`config.mk`:
```
export PLATFORM = sky130hd
export DESIGN_NAME = mem_port_arbiter
export DESIGN_NICKNAME = d
export VERILOG_FILES = /design/src/rtl/mem_port_arbiter_pkg.sv /design/src/rtl/mem_arb_rr_pick.sv /design/src/rtl/mem_port_arbiter.sv
export SDC_FILE = /design/constraint.sdc
export NUM_CORES = 1
export LEC_CHECK = 0
export CORE_AREA = 2 2 299 301
export DETAILED_ROUTE_END_ITERATION = 12
export DIE_AREA = 0 0 301 303
export HOLD_SLACK_MARGIN = 0.06
export SLEW_MARGIN = 40
export SYNTH_ARGS = -nofsm -noshare
export SYNTH_HDL_FRONTEND = slang
export SYNTH_HIERARCHICAL = 1
export SYNTH_SLANG_ARGS = --single-unit
```
`constraint.sdc`:
```
create_clock -name clk -period 2.1 [get_ports clk]
set_input_delay 0.42 -clock clk [delete_from_list [all_inputs] [get_ports clk]]
set_output_delay 0.42 -clock clk [all_outputs]
set_load 0.01 [all_outputs]
```
`src/rtl/mem_port_arbiter_pkg.sv`:
```
// Shared types and bus widths for the memory-port arbiter.
// Holds the state and grant encodings used by the arbiter and its round-robin picker.
package mem_port_arbiter_pkg;

  localparam int unsigned DataAddrBus  = 32;
  localparam int unsigned CacheLineBus = 128;
  localparam int unsigned WlenBus      = 4;

  typedef enum logic [1:0] {
    ArbIdle  = 2'd0,
    ArbBusyI = 2'd1,
    ArbBusyD = 2'd2
  } arb_state_e;

  localparam logic GntI = 1'b0;
  localparam logic GntD = 1'b1;

endpackage

```
`src/rtl/mem_arb_rr_pick.sv`:
```
// Combinational 2-way round-robin picker between the ifetch and data requesters.
// On a tie the requester that was not granted last wins.
module mem_arb_rr_pick
  import mem_port_arbiter_pkg::*;
(
  input  logic req_i_i,
  input  logic req_d_i,
  input  logic last_gnt_i,
  output logic gnt_o
);

  always_comb begin
    if (req_i_i && req_d_i) begin
      gnt_o = ~last_gnt_i;
    end else if (req_d_i) begin
      gnt_o = GntD;
    end else begin
      gnt_o = GntI;
    end
  end

endmodule

```
`src/rtl/mem_port_arbiter.sv`:
```
// Round-robin arbiter sharing the memory bus between ifetch refill and the data port.
// Optional watchdog abort of a stalled transaction is built with MEM_ARB_TIMEOUT_EN.
module mem_port_arbiter
  import mem_port_arbiter_pkg::*;
#(
  parameter int unsigned ADDR_W      = DataAddrBus,
  parameter int unsigned LINE_W      = CacheLineBus,
  parameter int unsigned WLEN_W      = WlenBus,
  parameter int unsigned TIMEOUT_CYC = 1024
) (
  input  logic              clk,
  input  logic              rst,
  input  logic [ADDR_W-1:0] i_addr_in,
  input  logic              i_rdata_en_in,
  output logic [LINE_W-1:0] i_rdata_out,
  output logic              i_rdata_valid_out,
  input  logic [ADDR_W-1:0] d_addr_in,
  input  logic              d_rdata_en_in,
  input  logic              d_wdata_en_in,
  input  logic [LINE_W-1:0] d_wdata_in,
  input  logic [WLEN_W-1:0] d_wlen_in,
  output logic              d_wdata_ready_out,
  output logic [LINE_W-1:0] d_rdata_out,
  output logic              d_rdata_valid_out,
  output logic [ADDR_W-1:0] data_addr_out,
  output logic              rdata_en_out,
  output logic              wdata_en_out,
  output logic [LINE_W-1:0] wdata_out,
  output logic [WLEN_W-1:0] wlen_out,
  input  logic              wdata_ready_in,
  input  logic [LINE_W-1:0] rdata_in,
  input  logic              rdata_valid_in,
  output logic              bus_err_out
);

  if (TIMEOUT_CYC < 2) begin : g_bad_timeout
    $error("TIMEOUT_CYC must be at least 2");
  end

  arb_state_e        state_q, state_d;
  logic              last_gnt_q, last_gnt_d;
  logic [ADDR_W-1:0] addr_q, addr_d;
  logic              rd_en_q, rd_en_d;
  logic              wr_en_q, wr_en_d;
  logic [LINE_W-1:0] wdata_q, wdata_d;
  logic [WLEN_W-1:0] wlen_q, wlen_d;

  logic req_i, req_d, pick_gnt;
  logic done, launch, launch_gnt;

  assign req_i = i_rdata_en_in;
  assign req_d = d_rdata_en_in | d_wdata_en_in;

  mem_arb_rr_pick u_pick (
    .req_i_i    (req_i),
    .req_d_i    (req_d),
    .last_gnt_i (last_gnt_q),
    .gnt_o      (pick_gnt)
  );

`ifdef MEM_ARB_TIMEOUT_EN
  localparam int unsigned CntW = $clog2(TIMEOUT_CYC);
  logic [CntW-1:0] cnt_q, cnt_d;
`endif

  always_comb begin
    state_d           = state_q;
    last_gnt_d        = last_gnt_q;
    addr_d            = addr_q;
    rd_en_d           = rd_en_q;
    wr_en_d           = wr_en_q;
    wdata_d           = wdata_q;
    wlen_d            = wlen_q;
    i_rdata_out       = '0;
    i_rdata_valid_out = 1'b0;
    d_rdata_out       = '0;
    d_rdata_valid_out = 1'b0;
    d_wdata_ready_out = 1'b0;
    bus_err_out       = 1'b0;
    done              = 1'b0;
    launch            = 1'b0;
    launch_gnt        = pick_gnt;

    unique case (state_q)
      ArbIdle: launch = req_i | req_d;
      ArbBusyI: begin
        if (rdata_valid_in) begin
          done              = 1'b1;
          i_rdata_out       = rdata_in;
          i_rdata_valid_out = i_rdata_en_in;
          launch            = req_d;
          launch_gnt        = GntD;
        end
      end
      ArbBusyD: begin
        if (wr_en_q ? wdata_ready_in : rdata_valid_in) begin
          done = 1'b1;
          if (wr_en_q) begin
            d_wdata_ready_out = d_wdata_en_in;
          end else begin
            d_rdata_out       = rdata_in;
            // A read is only still wanted if the port has not switched to a write.
            d_rdata_valid_out = d_rdata_en_in & ~d_wdata_en_in;
          end
          launch     = req_i;
          launch_gnt = GntI;
        end
      end
      default: state_d = ArbIdle;
    endcase

    if (done) begin
      rd_en_d = 1'b0;
      wr_en_d = 1'b0;
      state_d = ArbIdle;
    end

`ifdef MEM_ARB_TIMEOUT_EN
    if (state_q != ArbIdle && !done && cnt_q == CntW'(TIMEOUT_CYC - 1)) begin
      bus_err_out = 1'b1;
      if (state_q == ArbBusyI) begin
        i_rdata_valid_out = 1'b1;
      end else if (wr_en_q) begin
        d_wdata_ready_out = 1'b1;
      end else begin
        d_rdata_valid_out = 1'b1;
      end
      rd_en_d = 1'b0;
      wr_en_d = 1'b0;
      state_d = ArbIdle;
    end
`endif

    if (launch) begin
      last_gnt_d = launch_gnt;
      if (launch_gnt == GntD) begin
        state_d = ArbBusyD;
        addr_d  = d_addr_in;
        // Read and write together is illegal; the write takes priority.
        wr_en_d = d_wdata_en_in;
        rd_en_d = ~d_wdata_en_in;
        wdata_d = d_wdata_en_in ? d_wdata_in : '0;
        wlen_d  = d_wdata_en_in ? d_wlen_in : '0;
      end else begin
        state_d = ArbBusyI;
        addr_d  = i_addr_in;
        rd_en_d = 1'b1;
        wr_en_d = 1'b0;
        wdata_d = '0;
        wlen_d  = '0;
      end
    end

`ifdef MEM_ARB_TIMEOUT_EN
    if (launch || state_q == ArbIdle) begin
      cnt_d = '0;
    end else begin
      cnt_d = cnt_q + 1'b1;
    end
`endif
  end

  always_ff @(posedge clk) begin
    if (rst) begin
      state_q    <= ArbIdle;
      last_gnt_q <= GntI;
      addr_q     <= '0;
      rd_en_q    <= 1'b0;
      wr_en_q    <= 1'b0;
      wdata_q    <= '0;
      wlen_q     <= '0;
    end else begin
      state_q    <= state_d;
      last_gnt_q <= last_gnt_d;
      addr_q     <= addr_d;
      rd_en_q    <= rd_en_d;
      wr_en_q    <= wr_en_d;
      wdata_q    <= wdata_d;
      wlen_q     <= wlen_d;
    end
  end

`ifdef MEM_ARB_TIMEOUT_EN
  always_ff @(posedge clk) begin
    if (rst) begin
      cnt_q <= '0;
    end else begin
      cnt_q <= cnt_d;
    end
  end
`endif

  assign data_addr_out = addr_q;
  assign rdata_en_out  = rd_en_q;
  assign wdata_en_out  = wr_en_q;
  assign wdata_out     = wdata_q;
  assign wlen_out      = wlen_q;

  a_no_rd_wr: assert property (@(posedge clk) disable iff (rst)
    !(d_rdata_en_in && d_wdata_en_in));

endmodule

```
==> metrics.md <==
| Metric | Value |
|---|---|
| Outcome | `finished with violations` |
| Failing checks | `setup timing` |
| Cell area after layout | `between 15,000 and 20,000 µm²` |
| Total global routing track utilization | `0.156` |
| Remaining antenna violation count after routing | `0` |
| #FFs+latches synth | `roughly 170` |
| Initial antenna violation count | `52` |
| Post-synth EDFFs | `0` |
| GRT overflow | `0` |
| Tightest Hold Check Type | `reg -> reg` |
| GRT busiest layer | `met2` |
| CTS H-tree lvls | `4` |
| Slew Limit Fails | `0` |
| Via density | `3.77` |
| Initial core utilization | `0.0869` |
| Worst-margin pin slew | `0.528 ns` |
| Sequential area share after synthesis | `0.442` |
| Layout Nets | `a little under 2,000` |
| DRT iter0 DRCs | `600` |
| CP Data Required Time | `~1.7 ns` |
| Setup Skew | `0.0238 ns` |
| Main synth FF type | `dfxtp_1` |
| Num Clock Sinks | `around 170` |
| Syn nets | `between 1,000 and 1,500` |
| I/O Buffers | `approximately 760` |
| Synth Cell Area | `roughly 7600 µm²` |
| Clock-pin slew on the worst setup and hold paths | `~0.090 ns` |
| Row count | `about 110` |
| Layout cells sized above 1 | `0.301` |
| Max Cap Violations | `0` |
| Worst slack, placed | `-0.629 ns` |
| Routability cong. | `~0.83` |
| Met1 usage | `0.158` |
| Mapped Cells | `~830` |
| Final Hold Viols | `0` |
| Drt drc | `0` |
| Finished Core Util | `0.212` |
| Met2 Use GR | `0.293` |
| Chip Width | `roughly 300 µm` |
| TritonCTS clock tree | `built` |
| Pwr dens | `~1100 nW/µm²` |
| P&R area growth vs syn | `144%` |
| Drt wl/cell | `about 28 µm` |
| Relative slew slack | `0.648` |
| Drt pass-1 iters | `5` |
| Placed Area | `about 17,000 µm²` |
| Via count of the routed design | `10,647` |
| Final worst-path cycle share | `1.18` |
| Chip height | `~300 µm` |
| Routed WL | `around 80,000 µm` |
| Core area | `about 88,000 µm²` |
| Hold buffer count at CTS | `0` |
| Commonest non-fill, non-tap cell in the layout | `clkdlybuf4s50_1` |
| RSZ-0062 raised after global routing | `true` |
| Die area | `~90,000 µm²` |
| Worst setup EP type | `primary output` |
| Fin cells | `2,826` |
| Max IR drop VDD | `between 0.0009 and 0.001 V` |
| Power, Total | `roughly 20 mW` |
| First-pass GRT wire length | `between 90,000 and 100,000 µm` |
| Tmin final | `roughly 2.5 ns` |
| Leakage | `roughly 8.3 nW` |
| Synth warn | `6` |
| Synth Area per Inst | `just over 9 µm²` |
| Clk buf depth | `2` |
| Commonest non-fill, non-tap cells in the layout | `493 x clkdlybuf4s50_1, 187 x and3_1, 167 x dfxtp_1` |
| Detailed Place HPWL | `between 60,000 and 70,000 µm` |
| Crit Path Class | `reg -> out` |
| Final WS setup | `-0.374 ns` |
| Clk root buf | `clkbuf_16` |
| Io pins | `about 760` |
| Share of flip-flops with an asynchronous set or reset | `0` |
| Number of global-route vias before repair | `between 10,000 and 15,000` |
| Netlist cell types | `40` |
| TritonCTS Buffers | `17` |
| Clock latency on the worst-skew pair | `roughly 0.50 ns` |
| Startpoint types | `flop` |
| GR Util met3 | `0.0696` |
| Endpoints failing setup | `between 400 and 500` |
| Worst Path Arrival | `between 2 and 2.5 ns` |
| Fmax | `0.404 GHz` |
| Pin count of the biggest net entering global routing | `between 90 and 100` |
| Crit Path Max Fanout | `12` |
| Placed Instances | `~2,700` |
==> path summary, 6_finish.rpt <==
check	to	slack [ns]	startpoint	depth (start not counted)
max	d_rdata_out[64]	-0.37	state_q[0]	9
min	wdata_out[39]	0.48	wdata_out[39]	1
max reg2reg	wdata_out[48]	-0.26	state_q[1]	12
min reg2reg	wdata_out[39]	0.48	wdata_out[39]	1
==> cell families after synthesis <==
| logic type | after synthesis | share of synthesized area |
|---|---|---|
| adder cells (fa/ha/maj) | 5 | 0.00818 |
| multiplexers | 1 | 0.00180 |
| buffers and inverters | 107 | 0.0669 |
| AND/OR/NAND/NOR | 372 | 0.275 |
| flip-flops | 169 | 0.442 |
| AO/OA/AOI/OAI | 179 | 0.205 |
| other | 1 | 0.000490 |
==> metrics by stage <==
step / setup TNS, ns / hold slack, ns
6_report: -95.95 / 0.482
2_1_floorplan: -0.555 / 0.490
3_5_place_dp: -135.31 / 0.466
3_3_place_gp: -132.82 / 0.462
4_1_cts: -155.77 / 0.430
5_1_grt: -136.07 / 0.465
==> synthesized netlist by cell type (2+ instances only) <==
master	n	share of area
o32ai_1	2	0.0023
or3_1	2	0.0016
buf_2	16	0.010
buf_6	2	0.0029
ha_1	5	0.0082
nand2_1	65	0.032
a21oi_1	2	0.0013
inv_1	2	0.00098
nor2_1	34	0.017
buf_4	20	0.020
a22o_1	132	0.15
dfxtp_1	169	0.44
and3_1	258	0.21
a311oi_1	33	0.038
clkbuf_1	67	0.033
==> report_power, final <==
group / leakage (nW) / total [mW] / switching [mW] / internal (mW)
Sequential: 1.38 / 4.39 / 0.427 / 3.96
Clock: 0.304 / 3.45 / 1.70 / 1.76
Combinational: 6.61 / 12.4 / 5.98 / 6.45
==> critical path, stage by stage, from the launching register on <==
cell and delay (ns):
dfxtp_2 0.34, inv_2 0.05, ha_4 0.15, nor2b_4 0.12, buf_12 0.15, buf_12 0.14
buf_16 0.14, buf_12 0.14, and3_1 0.17, buf_2 0.14
==> flip-flops by register name (all words and copies together), names as in the netlist <==
register       count
data_addr_out     32
last_gnt_q         1
rdata_en_out       1
state_q            2
wdata_en_out       1
wdata_out        128
wlen_out           4
==> what timing repair did <==
item                                    CTS  global route
endpoints found under the setup margin  423           430
gates resized for setup                 815           272
buffers inserted                         15            12
pin swaps                                14            10
cloned                                   13            22
==> per-layer routing <==
layer  wire, µm  vias up
met5        134        -
met4       2150       22
met3       7890      139
met2      40700      618
met1      27200     5138
li1           -     4730
==> final cells by class <==
type,instances,area (µm²)
diodes,11,27.5
clock buffers,18,439
fillers,9677,69300
multi-input cells,558,4180
repair buffers,889,8940
well taps,1165,1460
inverters,2,10.0
flip-flops and latches,169,3390
clock inverters,14,193
No activity file was read; power rests on OpenSTA's default activity.
